$ cat config.mk
export PLATFORM = sky130hd
export DESIGN_NAME = fetch_aligner
export DESIGN_NICKNAME = d
export VERILOG_FILES = /design/src/rtl/fetch_aligner_pkg.sv /design/src/rtl/fa_out_stage.sv /design/src/rtl/fetch_aligner.sv
export SDC_FILE = /design/constraint.sdc
export NUM_CORES = 1
export LEC_CHECK = 0
export BUFFER_PORTS_ARGS = -buffer_cell sky130_fd_sc_hd__buf_2
export CORE_ASPECT_RATIO = 2
export CORE_MARGIN = 2
export CORE_UTILIZATION = 47
export CTS_BUF_LIST = sky130_fd_sc_hd__clkbuf_2 sky130_fd_sc_hd__clkbuf_4 sky130_fd_sc_hd__clkbuf_8
export DETAILED_ROUTE_END_ITERATION = 12
export PLACE_DENSITY = 0.87
export RECOVER_POWER = 25
export SLEW_MARGIN = 5
export SYNTH_ARGS = -nofsm -noshare
export SYNTH_HDL_FRONTEND = slang
export SYNTH_SLANG_ARGS = --single-unit
$ cat constraint.sdc
create_clock -name clk -period 2.2 [get_ports clk]
set_input_delay 0.33 -clock clk [delete_from_list [all_inputs] [get_ports clk]]
set_output_delay 0.33 -clock clk [all_outputs]
set_load 0.005 [all_outputs]
$ cat src/rtl/fetch_aligner_pkg.sv
// Shared types and helpers for the fetch aligner.
// The low two bits of a halfword mark an RVC instruction unless they are 2'b11.
package fetch_aligner_pkg;
  localparam int INSTRUCTION_WIDTH = 32;
  localparam int HALF_WIDTH        = 16;

  typedef enum logic [1:0] {
    S_ALIGNED = 2'd0,
    S_HALF    = 2'd1,
    S_SKIP    = 2'd2
  } fa_state_e;

  function automatic logic is_rvc(input logic [1:0] lo);
    return lo != 2'b11;
  endfunction
endpackage

$ cat src/rtl/fa_out_stage.sv
// Valid/ready pipeline register with a one-entry skid: +1 cycle latency, full throughput.
// in_ready_o comes straight from a flop, so upstream never sees out_ready_i combinationally.
module fa_out_stage #(
  parameter int W = 8
) (
  input  logic         clk,
  input  logic         rst_n,
  input  logic         flush_i,
  input  logic         in_valid_i,
  output logic         in_ready_o,
  input  logic [W-1:0] in_data_i,
  output logic         out_valid_o,
  input  logic         out_ready_i,
  output logic [W-1:0] out_data_o
);
  logic         out_vld_q, out_vld_d, skid_vld_q, skid_vld_d;
  logic [W-1:0] out_dat_q, out_dat_d, skid_dat_q, skid_dat_d;

  assign in_ready_o  = ~skid_vld_q;
  assign out_valid_o = out_vld_q;
  assign out_data_o  = out_dat_q;

  always_comb begin
    out_vld_d  = out_vld_q;
    out_dat_d  = out_dat_q;
    skid_vld_d = skid_vld_q;
    skid_dat_d = skid_dat_q;
    if (flush_i) begin
      out_vld_d  = 1'b0;
      skid_vld_d = 1'b0;
    end else if (!out_vld_q || out_ready_i) begin
      if (skid_vld_q) begin
        out_vld_d  = 1'b1;
        out_dat_d  = skid_dat_q;
        skid_vld_d = 1'b0;
      end else begin
        out_vld_d = in_valid_i;
        out_dat_d = in_data_i;
      end
    end else if (in_valid_i && !skid_vld_q) begin
      // Output is stalled: park the word that was accepted against last cycle's ready.
      skid_vld_d = 1'b1;
      skid_dat_d = in_data_i;
    end
  end

  always_ff @(posedge clk or negedge rst_n) begin
    if (!rst_n) begin
      out_vld_q  <= 1'b0;
      out_dat_q  <= '0;
      skid_vld_q <= 1'b0;
      skid_dat_q <= '0;
    end else begin
      out_vld_q  <= out_vld_d;
      out_dat_q  <= out_dat_d;
      skid_vld_q <= skid_vld_d;
      skid_dat_q <= skid_dat_d;
    end
  end
endmodule

$ cat src/rtl/fetch_aligner.sv
// Splits 32-bit fetch words into RVC/32-bit instructions with PCs; 0-cycle combinational path.
// FA_SKID_EN adds a registered output stage (+1 cycle); redirect flushes everything that cycle.
module fetch_aligner
  import fetch_aligner_pkg::*;
#(
  parameter int              XLEN     = 32,
  parameter logic [XLEN-1:0] RESET_PC = '0
) (
  input  logic                         clk,
  input  logic                         rst_n,
  input  logic                         in_valid,
  output logic                         in_ready,
  input  logic [INSTRUCTION_WIDTH-1:0] in_word,
  input  logic                         redirect_valid,
  input  logic [XLEN-1:0]              redirect_pc,
  output logic                         out_valid,
  input  logic                         out_ready,
  output logic [INSTRUCTION_WIDTH-1:0] out_instr,
  output logic [XLEN-1:0]              out_pc,
  output logic                         out_is_rvc
);
  localparam int OW = INSTRUCTION_WIDTH + XLEN + 1;

  fa_state_e                    state_q, state_d;
  logic [XLEN-1:0]              pc_q, pc_d;
  logic [HALF_WIDTH-1:0]        hold_q, hold_d;
  logic                         core_vld, core_rdy, core_in_rdy, core_rvc;
  logic [INSTRUCTION_WIDTH-1:0] core_instr;

  // pc_q is always the PC of the next instruction; in S_HALF it is the held halfword's PC.
  always_comb begin
    state_d     = state_q;
    pc_d        = pc_q;
    hold_d      = hold_q;
    core_vld    = 1'b0;
    core_in_rdy = 1'b0;
    core_rvc    = 1'b0;
    core_instr  = '0;
    if (redirect_valid) begin
      pc_d    = redirect_pc & ~XLEN'(1);
      hold_d  = '0;
      state_d = redirect_pc[1] ? S_SKIP : S_ALIGNED;
    end else begin
      case (state_q)
        S_ALIGNED: begin
          core_in_rdy = core_rdy;
          core_vld    = in_valid;
          core_rvc    = is_rvc(in_word[1:0]);
          core_instr  = core_rvc ? {16'h0, in_word[15:0]} : in_word;
          if (in_valid && core_rdy) begin
            if (core_rvc) begin
              hold_d  = in_word[31:16];
              pc_d    = pc_q + XLEN'(2);
              state_d = S_HALF;
            end else begin
              pc_d = pc_q + XLEN'(4);
            end
          end
        end
        S_HALF: begin
          if (is_rvc(hold_q[1:0])) begin
            core_vld   = 1'b1;
            core_rvc   = 1'b1;
            core_instr = {16'h0, hold_q};
            if (core_rdy) begin
              pc_d    = pc_q + XLEN'(2);
              state_d = S_ALIGNED;
            end
          end else begin
            core_in_rdy = core_rdy;
            core_vld    = in_valid;
            core_instr  = {in_word[15:0], hold_q};
            if (in_valid && core_rdy) begin
              hold_d = in_word[31:16];
              pc_d   = pc_q + XLEN'(4);
            end
          end
        end
        S_SKIP: begin
          core_in_rdy = 1'b1;
          if (in_valid) begin
            hold_d  = in_word[31:16];
            state_d = S_HALF;
          end
        end
        default: state_d = S_ALIGNED;
      endcase
    end
  end

  always_ff @(posedge clk or negedge rst_n) begin
    if (!rst_n) begin
      state_q <= S_ALIGNED;
      pc_q    <= RESET_PC;
      hold_q  <= '0;
    end else begin
      state_q <= state_d;
      pc_q    <= pc_d;
      hold_q  <= hold_d;
    end
  end

  assign in_ready = core_in_rdy & rst_n;

`ifdef FA_SKID_EN
  logic          stg_vld;
  logic [OW-1:0] stg_dat;

  fa_out_stage #(.W(OW)) u_out_stage (
    .clk        (clk),
    .rst_n      (rst_n),
    .flush_i    (redirect_valid),
    .in_valid_i (core_vld),
    .in_ready_o (core_rdy),
    .in_data_i  ({core_instr, pc_q, core_rvc}),
    .out_valid_o(stg_vld),
    .out_ready_i(out_ready),
    .out_data_o (stg_dat)
  );

  assign out_valid = stg_vld & ~redirect_valid & rst_n;
  assign {out_instr, out_pc, out_is_rvc} = out_valid ? stg_dat : '0;
`else
  assign core_rdy  = out_ready;
  assign out_valid = core_vld & rst_n;
  assign {out_instr, out_pc, out_is_rvc} = out_valid ? {core_instr, pc_q, core_rvc} : OW'(0);
`endif
endmodule

==> results of run 1 <==
## through the flow
stage | util, % | power, mW | setup WS, ns
after floorplan | - | 2.04 | -0.0404
after CTS | 61.8 | 3.21 | -0.0438
after global placement | 59.4 | 2.46 | 0.0248
final | 66.2 | 3.43 | -0.117
after global routing | 66.2 | 3.61 | -0.194
after detailed placement | 59.4 | 2.51 | -0.0654
## sequential cells by signal (all words and copies together), names as in the netlist
signal	cells
hold_q	16
pc_q	31
state_q	2
## final cells by class
| type | instances | area [µm²] | area share, % |
|---|---|---|---|
| clock buffers | 6 | 82.6 | 1.58 |
| multi-input cells | 344 | 2510 | 48.1 |
| repair buffers | 184 | 1220 | 23.3 |
| clock inverters | 2 | 13.8 | 0.264 |
| flip-flops and latches | 49 | 1230 | 23.5 |
| well taps | 96 | 120 | 2.30 |
| inverters | 11 | 48.8 | 0.935 |
## worst reg2reg max path: cells and delay by family (launching register included)
family | cells | cell delay [ns]
AO/OA/AOI/OAI | 2 | 0.57
adder cells (fa/ha/maj) | 1 | 0.17
buffers and inverters | 2 | 0.27
flip-flops | 1 | 0.41
AND/OR/NAND/NOR | 3 | 0.79
## kinds of logic (layout without fill, tap and decap cells)
group                      Yosys count  after routing  share of synthesized area (%)
and+or+nand+nor                    188            188                           25.7
muxes                               24             24                           7.01
adders and majority gates            6              6                           1.98
buffers and inverters               49            203                           5.52
AOI/OAI and AO/OA                  105            105                           22.6
other                                1              1                         0.0991
DFF                                 49             49                           32.4
xor gates and xnor gates            20             20                           4.63
## synth_stat cells (2+ instances only)
| master | n | area, µm² |
|---|---|---|
| sky130_fd_sc_hd__a21bo_2 | 3 | 30.0 |
| sky130_fd_sc_hd__nand2_1 | 35 | 131 |
| sky130_fd_sc_hd__nor3b_1 | 3 | 22.5 |
| sky130_fd_sc_hd__a2111oi_4 | 6 | 165 |
| sky130_fd_sc_hd__buf_6 | 2 | 22.5 |
| sky130_fd_sc_hd__mux2_2 | 20 | 225 |
| sky130_fd_sc_hd__o311ai_0 | 2 | 17.5 |
| sky130_fd_sc_hd__and2_1 | 29 | 181 |
| sky130_fd_sc_hd__a211oi_1 | 7 | 52.6 |
| sky130_fd_sc_hd__dfrtp_1 | 49 | 1230 |
| sky130_fd_sc_hd__nor3_1 | 14 | 70.1 |
| sky130_fd_sc_hd__a221o_1 | 2 | 20.0 |
| sky130_fd_sc_hd__o211ai_1 | 2 | 15.0 |
| sky130_fd_sc_hd__clkbuf_1 | 29 | 109 |
| sky130_fd_sc_hd__and4_1 | 6 | 52.6 |
| sky130_fd_sc_hd__xnor2_1 | 16 | 140 |
| sky130_fd_sc_hd__inv_1 | 11 | 41.3 |
| sky130_fd_sc_hd__a21oi_1 | 6 | 30.0 |
| sky130_fd_sc_hd__a22oi_1 | 35 | 263 |
| sky130_fd_sc_hd__buf_2 | 2 | 10.0 |
| sky130_fd_sc_hd__ha_1 | 6 | 75.1 |
| sky130_fd_sc_hd__or2_2 | 2 | 12.5 |
| sky130_fd_sc_hd__o21ai_0 | 24 | 120 |
| sky130_fd_sc_hd__nand4_1 | 9 | 56.3 |
| sky130_fd_sc_hd__o21a_1 | 2 | 15.0 |
| sky130_fd_sc_hd__xor2_1 | 4 | 35.0 |
| sky130_fd_sc_hd__o21ai_1 | 5 | 25.0 |
| sky130_fd_sc_hd__buf_1 | 3 | 11.3 |
| sky130_fd_sc_hd__buf_4 | 2 | 15.0 |
| sky130_fd_sc_hd__nor4_1 | 9 | 56.3 |
| sky130_fd_sc_hd__nand3_1 | 11 | 55.1 |
| sky130_fd_sc_hd__and3_1 | 4 | 25.0 |
| sky130_fd_sc_hd__nor2b_1 | 20 | 125 |
| sky130_fd_sc_hd__nor2_1 | 44 | 165 |
| sky130_fd_sc_hd__mux2i_1 | 4 | 40.0 |
## power by group through the flow
| stage | clock, mW | combinational [mW] | sequential (mW) |
|---|---|---|---|
| detailed placement | 0 | 1.30 | 1.22 |
| CTS | 0.587 | 1.42 | 1.20 |
| finish | 0.588 | 1.63 | 1.22 |
| global route | 0.620 | 1.76 | 1.24 |
| floorplan | 0 | 0.858 | 1.18 |
| global placement | 0 | 1.25 | 1.21 |
## worst max-delay path by stage
stage,slack [ns],cells past startpoint,from,to
floorplan,-0.04,9,state_q[1],pc_q[25]
global placement,0.02,9,state_q[0],hold_q[12]
detailed placement,-0.07,9,state_q[0],hold_q[9]
CTS,-0.04,8,state_q[1],pc_q[31]
global route,-0.19,8,state_q[1],pc_q[17]
finish,-0.12,8,state_q[1],pc_q[19]
## timing repair
| item | in CTS | in global routing |
|---|---|---|
| pin swaps | 1 | 19 |
| gates resized for setup | 12 | 64 |
| gates cloned | 2 | 3 |
| endpoints found under the setup margin | 49 | 98 |
| setup buffers | 1 | 12 |
## metal layers
layer	track usage (%)	vias to the layer above
li1	-	1893
met1	27.6	1970
met2	51.4	180
met3	4.37	44
met4	12.8	0
met5	0	-
==> results.txt, run 1 <==
The flow ran to the end, but the final reports show violations. The final reports fail on negative setup slack. The final hold violation count is 0.

The total iterations of the first detailed-routing run is 4. The layout cell share with drive strength beyond 1 works out to 44.0%. The count of buffers from port buffering was 133; the data arrival at the endpoint of the critical path was 2.53 ns. The initial utilization of the core area, before any placement, comes to 48.0%. The tools report the placed wire-length estimate as 8410 µm. The worst register-to-register path has a setup slack of -0.12 ns. The initial antenna violation count came out at 0.

For the upper clock frequency limit, the log shows 432 MHz. In the final routing, the length of wire on met1 measures 4220 µm. The number of buffers created by CTS was 5; the post-route non-filler standard cell count was 692. Of the total power, combinational logic draws 47.4%. Among cell families on the critical path, the largest total delay comes from simple AND/OR/NAND/NOR gates. The hold path startpoint was redirect_pc[5]. Cell at the root of the clock tree: sky130_fd_sc_hd__clkbuf_8. Final instance area: 0.00522 mm².

Static leakage power: 2.31 nW. TritonCTS built the clock tree. The instance area after placement is 0.00469 mm².

Counting instances, the worst hold path has a depth of 3. The synthesized netlist cell count was 442. The signal on the critical path passes through inv_2 -> ha_4 -> and3b_2 -> or3b_4 -> buf_4 -> a2111oi_4 -> nor3b_1 -> a221o_1.

The tools report the pin count of the biggest net entering global routing as 50. Across the run, the number of max-cap violations was 0. The post-synthesis sequential area ratio was 32.4%.

The critical path launch point type was a flop. After synthesis the netlist holds a flip-flop and latch count of 49. Power spread over the standard cell area amounts to 658 mW/mm². The highest fanout seen on the critical path was 6. Clock-pin slew was measured on the worst setup and hold paths at 0.10 ns.

The height of the die is 131 µm. The most frequent standard cell in the layout excluding fill and tap cells was sky130_fd_sc_hd__buf_2. The routed length on met3 is 661 µm, and the area growth from synthesis to layout is 38.0%. The worst relative slew slack was 16.4%. The number of instances in the placed design is 666, and the number of diodes is 0.

Among all flip-flop cells after synthesis, the most frequent one is sky130_fd_sc_hd__dfrtp_1. The residual DRC count was 0. The proportion of synthesized flip-flops having asynchronous set or reset is 100%. Final-stage net count: 670.

The maximum level of the CTS H-tree came out at 2. Mean instance size in the synthesized netlist: 8.56 µm². Setup violations remaining at the end of the flow were counted as 33. For the number of rows created at floorplan, the log shows 46. The cell count of the worst reg-to-reg path was 8. Net switching is 38.0% of the power. In this design, the stage delay of the slowest critical-path cell is 0.47 ns.

The synthesized netlist contains 49 unique library cells. The logs give 0 for the count of yosys warnings during synthesis and 2.41 ns for the required time of the critical path. Routed signal wires occupy layers up through met4. After layout, the minimum clock period comes to 2.32 ns. The tools report the capture instance of the worst register-to-register path as pc_q[19]. The logs give 0.926 for the global placer's final weighted congestion and 643 for the number of fillers in the final layout. The first routing iteration left 285 violations. The routed design has 12400 µm of wire.

At the pin with the least slew margin, the transition time is 1.25 ns. The endpoint with the worst hold slack is pc_q[5]. The library cells used most frequently in the layout, excluding fill and tap cells, are sky130_fd_sc_hd__buf_2, sky130_fd_sc_hd__dfrtp_1, sky130_fd_sc_hd__nor2_1. The tightest hold path in the finished design has a slack of 0.214 ns. Global routing used 27.1% of the available tracks across all layers. The synthesized design contains 0 enable-type register cells.

The mapped netlist covers 0.00378 mm². The internal power of the cells totals 2.13 mW. The run gives -0.741 ns as the total negative slack.

Setup repair after global routing could not meet its margin everywhere. The first global-routing pass estimated 18300 µm of wire. The clock reaches the later pin of the worst-skew pair after 0.32 ns. The length of routed met2 wiring was 6930 µm; the via count of the first global-routing pass was 3882.

The detail route stage leaves a number of antenna-violating nets equal to 0. Across the routed clock network, the largest skew measured is 0.00926 ns. The run gives 1.31 mW as the switching power total. Dividing the final minimum period by the clock period gives 105%. The die covers 0.00883 mm². The max-slew violation total from the final report is 0, and the area inside the core boundary is 0.00789 mm². The sequential power share was 35.5%; the number of ports placed on the die boundary was 136. Die boundary width: 67.4 µm. The tightest min-delay check is of the input port to flop type. The logs give 2 for the number of buffers on the longest clock path and 17.1% for the clock network fraction of design power. Worst reg2reg path startpoint: state_q[1]. The final worst-path setup slack is -0.117 ns.

By startpoint and endpoint, the worst setup path is classified as flop to flop. The via count is 4087. The largest individual stage delay along the critical path comes from the cell sky130_fd_sc_hd__or3b_4.

The total clock sinks was 49; the number of hold buffers added after cts was 0. The post-detailed-route wirelength per cell works out to 17.9 µm. For this run the aggregate overflow at the end of global routing stands at 0. The post-synth net total was 517. The worst-case IR drop observed on VDD is 565 µV. The worst setup path is captured at a flop.

In the routed layout, each cell is associated on average with a via count of 5.91. Together, buffers and inverters on the worst path number 2.
No activity file was read; power rests on OpenSTA's default activity.
==> inputs of run 2 (changes only) <==
--- a/config.mk
+++ b/config.mk
@@ -6,9 +6,11 @@
 export NUM_CORES = 1
 export LEC_CHECK = 0
 export BUFFER_PORTS_ARGS = -buffer_cell sky130_fd_sc_hd__buf_2
-export CORE_ASPECT_RATIO = 2
+export CELL_PAD_IN_SITES_DETAIL_PLACEMENT = 0
+export CELL_PAD_IN_SITES_GLOBAL_PLACEMENT = 1
+export CORE_ASPECT_RATIO = 0.75
 export CORE_MARGIN = 2
-export CORE_UTILIZATION = 47
+export CORE_UTILIZATION = 34
 export CTS_BUF_LIST = sky130_fd_sc_hd__clkbuf_2 sky130_fd_sc_hd__clkbuf_4 sky130_fd_sc_hd__clkbuf_8
 export DETAILED_ROUTE_END_ITERATION = 12
 export PLACE_DENSITY = 0.87
==> run 2 against run 1 <==
Net effect: the run still ends with negative setup slack left; core utilization decreased by 13 points; critical path depth increased by 1; sequential share of layout area decreased by 2.2 points; setup slack improved by 0.040 ns; first-iteration DRC count increased by 3.2%; routed wire length increased by 7.0%; die area increased by 36%; clock-buffer cell count decreased by 1; sequential power about the same; clock power increased by 34%; maximum frequency increased by 1.8%.
==> results.txt, run 2 (synthesis results as in run 1) <==
The run finished, with violations left. The checks that failed: negative setup slack. Compared with the post-synthesis result, the final layout area differs by 51.9%. The height of the die was 95.4 µm; the end-of-flow core utilization was 52.7%. The global placer's final weighted congestion came out at 0.919. The critical path in this run is classified as flop to output pin. In the global route stage, met1 resource usage came out at 30.0%. Once placement finished, the instance area stood at 0.00479 mm². The clock net in this run drives a total of 49 sinks. Setup repair after global routing could not meet its margin everywhere. In this run the number of cells on the critical path is 9.

After global routing, the most crowded layer is met2. The DRC violation total after the first TritonRoute iteration is 294, and the max-capacitance violation count is 0. Among cell families on the critical path, the largest total delay comes from buffers and inverters. Master of the slowest instance on the critical path: sky130_fd_sc_hd__dfrtp_1. The register ranked first by flip-flop count is pc_q. The routed design could run at a clock period as short as 2.28 ns.

The post-detailed-route wirelength per cell was 17.8 µm; the upper clock frequency limit was 439 MHz. The sum of internal, switching and leakage power is 3.78 mW. The largest registers in the layout are pc_q: 31 flops, hold_q: 16 flops, state_q: 2 flops. The run gives -0.464 ns as the total negative slack. In the global route stage, met3 resource usage came out at 3.59%.

The multi-input combinational cells in the finished layout cover a total of 0.00275 mm². The floorplan step set the die width to 126 µm. For the via count of the first global-routing pass, the log shows 3962. The number of antenna-violating nets in the routed design was 0; the final cycle utilization of the critical path was 103%.

The number of antenna diodes in the final layout is 0. The run gives -0.05 ns as the reg2reg setup slack. Walking the worst path, the cells encountered are inv_2 -> buf_6 -> ha_4 -> nand2_2 -> a21o_1 -> buf_6 -> buf_12 -> nor3b_2 -> buf_2. The layout cell share with drive strength beyond 1 was 52.2%. The later pin in the worst-skew pair is clocked with a latency of 0.30 ns. In the global route stage, met2 resource usage came out at 33.1%. The clock tree synthesis step divided the H-tree into 2 levels. The endpoint identified for the worst register-to-register timing path is pc_q[31]. For the final-stage net count, the log shows 677. The cell count of the worst reg-to-reg path was 8; the total buffers and inverters traversed by the critical path was 5. In this run the core area contains 33 standard-cell rows. The initial antenna violation count was 0; the clock-pin slew on the worst setup and hold paths was 0.10 ns. TritonCTS built the clock tree. Summed over all nets, the half-perimeter wirelength after detailed placement is 8370 µm.

The path class of the tightest hold or removal check is input port to flop. After detailed routing, the number of remaining DRC violations is 0. Area used by sequential logic in the layout: 0.00123 mm². For the number of buffers created by CTS, the log shows 5.

Once the floorplan was initialized, standard cells occupied 34.7% of the core. The tools report the data arrival at the endpoint of the critical path as 1.95 ns. Once layout is complete, the cells apart from fillers number 743.

The logs give 0 for the max-slew violation total from the final report and 13300 µm for the total detailed-routing wirelength. STA puts the critical path data required time at 1.87 ns. The highest fanout seen on the critical path was 5; the number of buffers on the longest clock path was 2. In this run the critical register-to-register path is launched from state_q[1].

The run gives 4086 as the via count. The most critical setup path has its startpoint at state_q[1]. The area inside the core boundary was 0.0109 mm².

Using the TritonRoute via totals, the vias-per-cell ratio works out to 5.50. At the pin with the least slew margin, the transition time is 1.33 ns. The filler cells instantiated in the layout total 977. The peak per-stage delay on the critical path is 0.40 ns, and the final clock skew is 0.00586 ns. The number of placed instances, taps included, is 713.

Entering global routing, the biggest net connects 50 pins. The floorplan step defined a die boundary enclosing 0.0120 mm². The count of buffers from port buffering is 133. The worst pin sits at a relative slew slack of 11.5%. The root buffer cell chosen for the clock tree is sky130_fd_sc_hd__clkbuf_8.

The final worst-path setup slack is -0.0764 ns. The critical path launch point type was a flop. The register with the most flip-flops in the layout has 31 of them.

The final hold violation count came out at 0. The critical path ends at out_instr[17]. For this design the static power due to leakage is 2.43 nW. STA classifies the critical path endpoint as an output pin.

Leaving out fill and tap cells, the most frequent cell in the layout is sky130_fd_sc_hd__buf_2. Setup violations remaining at the end of the flow were counted as 25. In the layout the commonest cells are sky130_fd_sc_hd__buf_2, sky130_fd_sc_hd__dfrtp_1, sky130_fd_sc_hd__nand2_1. The first detailed-routing pass ran for 5 iterations. For this run the aggregate overflow at the end of global routing stands at 0.

The most numerous cell type found on the critical path is sky130_fd_sc_hd__buf_6. Global routing used 20.9% of the available tracks across all layers. For this design the ratio of total power to cell area is 657 mW/mm². IR analysis of the VDD net gives a maximum drop of 289 µV. Pin placement for this block handled 136 I/O pins. The first global-routing pass estimated 20100 µm of wire. With fillers left out, the area of the finished cells amounts to 0.00575 mm².
==> run 2: cell count changes in the layout (fill, tap and decap cells not counted), moves of 4 or more <==
| cell | previous run | this run |
|---|---|---|
| sky130_fd_sc_hd__a211oi_1 | 6 | 1 |
| sky130_fd_sc_hd__a211oi_2 | 1 | 5 |
| sky130_fd_sc_hd__and2_1 | 21 | 14 |
| sky130_fd_sc_hd__and2_4 | 8 | 15 |
| sky130_fd_sc_hd__buf_16 | 0 | 4 |
| sky130_fd_sc_hd__buf_2 | 128 | 116 |
| sky130_fd_sc_hd__buf_6 | 14 | 28 |
| sky130_fd_sc_hd__nor2_1 | 43 | 17 |
| sky130_fd_sc_hd__nor2_2 | 0 | 12 |
| sky130_fd_sc_hd__nor2_4 | 1 | 15 |
==> run 2: what timing repair did <==
item	CTS	global route
hold buffers	0	0
hold endpoints to repair	0	0
cloned	6	0
pin swaps	19	23
buffers inserted	7	10
gates resized for setup	41	105
setup endpoints to repair	83	110
==> run 2: routing by layer <==
layer,up-vias,wire length (µm)
met2,138,6240
li1,1910,-
met1,2024,6110
met3,14,755
met5,-,0
met4,0,150
==> run 2: metrics by stage <==
| step | setup WS, ns | hold slack (ns) |
|---|---|---|
| floorplan | -0.0404 | 0.0344 |
| global placement | -0.00507 | 0.493 |
| detailed placement | -0.0489 | 0.496 |
| CTS | -0.0844 | 0.208 |
| global route | -0.161 | 0.224 |
| finish | -0.0764 | 0.234 |
==> run 2: cell type report <==
type / count / share of cell area, %
Clock buffer: 5 / 1.20
Clock inverter: 3 / 1.13
Inverter: 11 / 0.762
Multi-Input combinational cell: 344 / 47.8
Sequential cell: 49 / 21.4
Tap cell: 140 / 3.05
Timing Repair Buffer: 191 / 24.7
==> run 2: worst min-delay path by stage <==
stage          cells past startpoint            start  slack (ns)    endpoint
2_1_floorplan                      0            rst_n        0.03   hold_q[0]
3_3_place_gp                       1       hold_q[10]        0.49  hold_q[10]
3_5_place_dp                       1        hold_q[9]        0.50   hold_q[9]
6_report                           3  redirect_pc[26]        0.23    pc_q[26]
4_1_cts                            2            rst_n        0.21     pc_q[3]
5_1_grt                            2   redirect_pc[3]        0.22     pc_q[3]
==> run 2: power breakdown <==
group / leakage (nW) / switching, mW / internal (mW)
combinational: 1.77 / 0.922 / 0.865
sequential: 0.597 / 0.143 / 1.06
clock: 0.0681 / 0.335 / 0.452
total: 2.43 / 1.40 / 2.38
==> run 2: tightest hold or removal path: stages <==
cell and delay (ns):
sky130_fd_sc_hd__buf_2 0.07, sky130_fd_sc_hd__nand2_1 0.04, sky130_fd_sc_hd__o21ai_0 0.06
==> inputs of run 3 (changes only) <==
--- a/config.mk
+++ b/config.mk
@@ -13,7 +13,7 @@
 export CORE_UTILIZATION = 34
 export CTS_BUF_LIST = sky130_fd_sc_hd__clkbuf_2 sky130_fd_sc_hd__clkbuf_4 sky130_fd_sc_hd__clkbuf_8
 export DETAILED_ROUTE_END_ITERATION = 12
-export PLACE_DENSITY = 0.87
+export PLACE_DENSITY_LB_ADDON = 0.25
 export RECOVER_POWER = 25
 export SLEW_MARGIN = 5
 export SYNTH_ARGS = -nofsm -noshare
==> run 3 against run 2 <==
Net effect: the run still ends with negative setup slack left; clock power decreased by 27%; setup slack got worse by 0.0057 ns; die area unchanged; combinational power decreased by 8%; global-route usage decreased by 1.8 points; hold slack got worse by 0.015 ns; sequential share of layout area increased by 1.7 points; total power decreased by 9.3%; largest cell class unchanged; highest routed layer unchanged; non-clock buffer count decreased by 4; critical endpoint is now pc_q[19]; first-iteration DRC count decreased by 42%; clock skew increased by 0.0039 ns.
==> results.txt, run 3 (synthesis results as in run 1) <==
The logs give 2.48 ns for the data arrival at the endpoint of the critical path and 214 µV for the worst supply voltage drop on vdd. The placed instances occupy a cell area of 0.00482 mm². The count of buffers from port buffering is 133. Measured on the finished design, the core utilization comes to 48.8%.

The core region is 0.0109 mm². The first TritonRoute pass finished after 5 iterations. Master of the slowest instance on the critical path: sky130_fd_sc_hd__or3b_4.

The final reports fail on negative setup slack. The tools report the global-route usage over all layers as 19.0%. At the worst endpoint, the required time is 2.40 ns. For the final hold violation count, the log shows 0. From synthesis to final layout, the design area changed by 40.5%.

Height of the die: 95.4 µm. The initial antenna violation count is 0. The tightest min-delay check is of the input port to flop type. On the worst path, the slowest cell contributes a delay of 0.44 ns. The die area was 0.0120 mm²; the upper clock frequency limit was 438 MHz. Power per cell area: 644 mW/mm². The run gives 136 as the number of ports placed on the die boundary. Setup violations remaining at the end of the flow were counted as 32. In the routed design, unresolved DRC markers number 0. Along the worst path, the maximum fanout reaches 5. The critical path goes through inv_2 -> ha_4 -> and3b_2 -> or3b_4 -> buf_12 -> a2111oi_4 -> nor3b_1 -> a221o_1.

For this run, the post-layout net count is 673. The number of antenna diodes in the final layout is 0. The number of antenna-violating nets in the routed design is 0.

The transition time of the tightest slew-check pin was 1.29 ns; the wire length of the first global-routing pass was 18300 µm. The via count of the first global-routing pass was 3589; the DRC violation total after the first TritonRoute iteration was 171. The die is 126 µm wide. For the static leakage power, the log shows 2.33 nW. The clock reaches the later pin of the worst-skew pair after 0.31 ns. The logs give 2 for the maximum level of the CTS H-tree and 12500 µm for the total detailed-routing wirelength. Number of fillers in the final layout: 1097.

Net switching is 37.6% of the power. After global routing the overflow that remains totals 0. Per report_power, the clock group accounts for 16.9% of the total.

Power share of the combinational group: 48.0%. The worst pin sits at a relative slew slack of 14.1%. In the final layout, the share of cells above drive strength 1 is 45.0%.

The post-route non-filler standard cell count is 738, and the internal power component is 2.14 mW. The total clock sinks is 49. The worst setup path is of the flop to flop kind. Clock-pin slew was measured on the worst setup and hold paths at 0.09 ns.

The tools report the cell at the root of the clock tree as sky130_fd_sc_hd__clkbuf_8. The flow ran to the end, but the final reports show violations. Final hold analysis gives a worst-case slack of 0.219 ns.

Counting tap cells, the placed design contains a total of 716 instances. Buffers inserted to repair hold after CTS numbered 0. The floorplan has 33 rows. The switching power total came out at 1.29 mW. The logs give -0.0821 ns for the final worst-path setup slack and 3.42 mW for the sum of internal, switching and leakage power. Most frequent standard cell in the layout excluding fill and tap cells: sky130_fd_sc_hd__buf_2. Once the floorplan was initialized, standard cells occupied 34.7% of the core. The register with the most flip-flops in the final layout is pc_q. The tools report the via count as 3918.

Of the total power, registers draw 35.1%. The clock passes through at most 2 buffers. The post-layout minimum cycle time was 2.28 ns; the max-slew violation total from the final report was 0. The post-detailed-route wirelength per cell was 16.9 µm. Placed wire-length estimate: 8530 µm. The worst path uses 104% of the clock period. For the pin count of the biggest net entering global routing, the log shows 57. Number of flip-flops under the largest register name: 31.

The largest registers in the layout are pc_q: 31 flops, hold_q: 16 flops, state_q: 2 flops. The library cells used most frequently in the layout, excluding fill and tap cells, are sky130_fd_sc_hd__buf_2, sky130_fd_sc_hd__dfrtp_1, sky130_fd_sc_hd__buf_4. TritonCTS built the clock tree. The tools report the global placer's final weighted congestion as 0.815. STA classifies the critical path startpoint as a flop.

The clock arrives with 0.00980 ns of skew. In this run the register-to-register setup slack is -0.08 ns. STA classifies the critical path endpoint as a flop.

After routing the design area is 0.00532 mm². The tool flagged a number of max-cap violations equal to 0. Setup repair after global routing could not meet its margin everywhere. The number of vias per cell after detailed routing was 5.31. The tools report the number of buffers created by CTS as 5.
-- run 3: cell types whose count changed in the layout (fill, tap and decap cells not counted), sizes merged --
cell / before / now
bufinv: 2 / 0
clkinv: 1 / 0
clkbuf: 7 / 13
buf: 189 / 181
-- run 3: worst max-delay path, delay by kind of cell (launching register included) --
family / cells / cell delay, ns
AOI/OAI and AO/OA: 2 / 0.62
adders and majority gates: 1 / 0.16
buffers and inverters: 2 / 0.23
DFF: 1 / 0.39
and+or+nand+nor: 3 / 0.76
-- run 3: timing repair --
item / 4_1_cts / 5_1_grt
pin swaps: 3 / 12
gates resized for setup: 11 / 47
endpoints found under the setup margin: 76 / 80
buffers inserted: 3 / 5
endpoints found under the hold margin: 0 / 0
gates cloned: 1 / 6
-- run 3: power groups by stage --
stage	combinational (mW)	sequential, mW	clock [mW]
global placement	1.35	1.21	0
finish	1.64	1.20	0.579
detailed placement	1.37	1.21	0
floorplan	0.858	1.18	0
CTS	1.43	1.19	0.602
global route	1.79	1.23	0.625
-- run 3: per-stage QoR --
stage | TNS (ns) | worst slack, ns
global route | -6.69 | -0.184
floorplan | -0.375 | -0.0404
CTS | -0.253 | -0.0473
global placement | -0.0632 | -0.0364
detailed placement | -0.218 | -0.0699
finish | -0.603 | -0.0821
-- run 3: layout make-up --
class	instances	area, µm²	area share (%)
Tap cell	140	175	3.29
Timing Repair Buffer	187	1260	23.7
Multi-Input combinational cell	344	2520	47.3
Clock buffer	7	90.1	1.69
Inverter	11	48.8	0.918
Sequential cell	49	1230	23.1
-- run 3: per-layer routing --
metal	global-route usage [%]	vias up	part of all wire (%)
met5	0	-	0
met4	3.94	0	0.95
met3	3.76	9	4.8
met2	29.2	106	44
met1	28.0	1904	51
li1	-	1899	-
-- run 3: path summary, 6_finish.rpt --
kind / start / end / cells past startpoint
min: redirect_pc[2] / pc_q[2] / 2
min reg2reg: hold_q[10] / hold_q[10] / 1
max: state_q[1] / pc_q[19] / 8
max in group asynchronous: rst_n / state_q[0] / 2
min in group asynchronous: rst_n / pc_q[16] / 2
max reg2reg: state_q[1] / pc_q[19] / 8
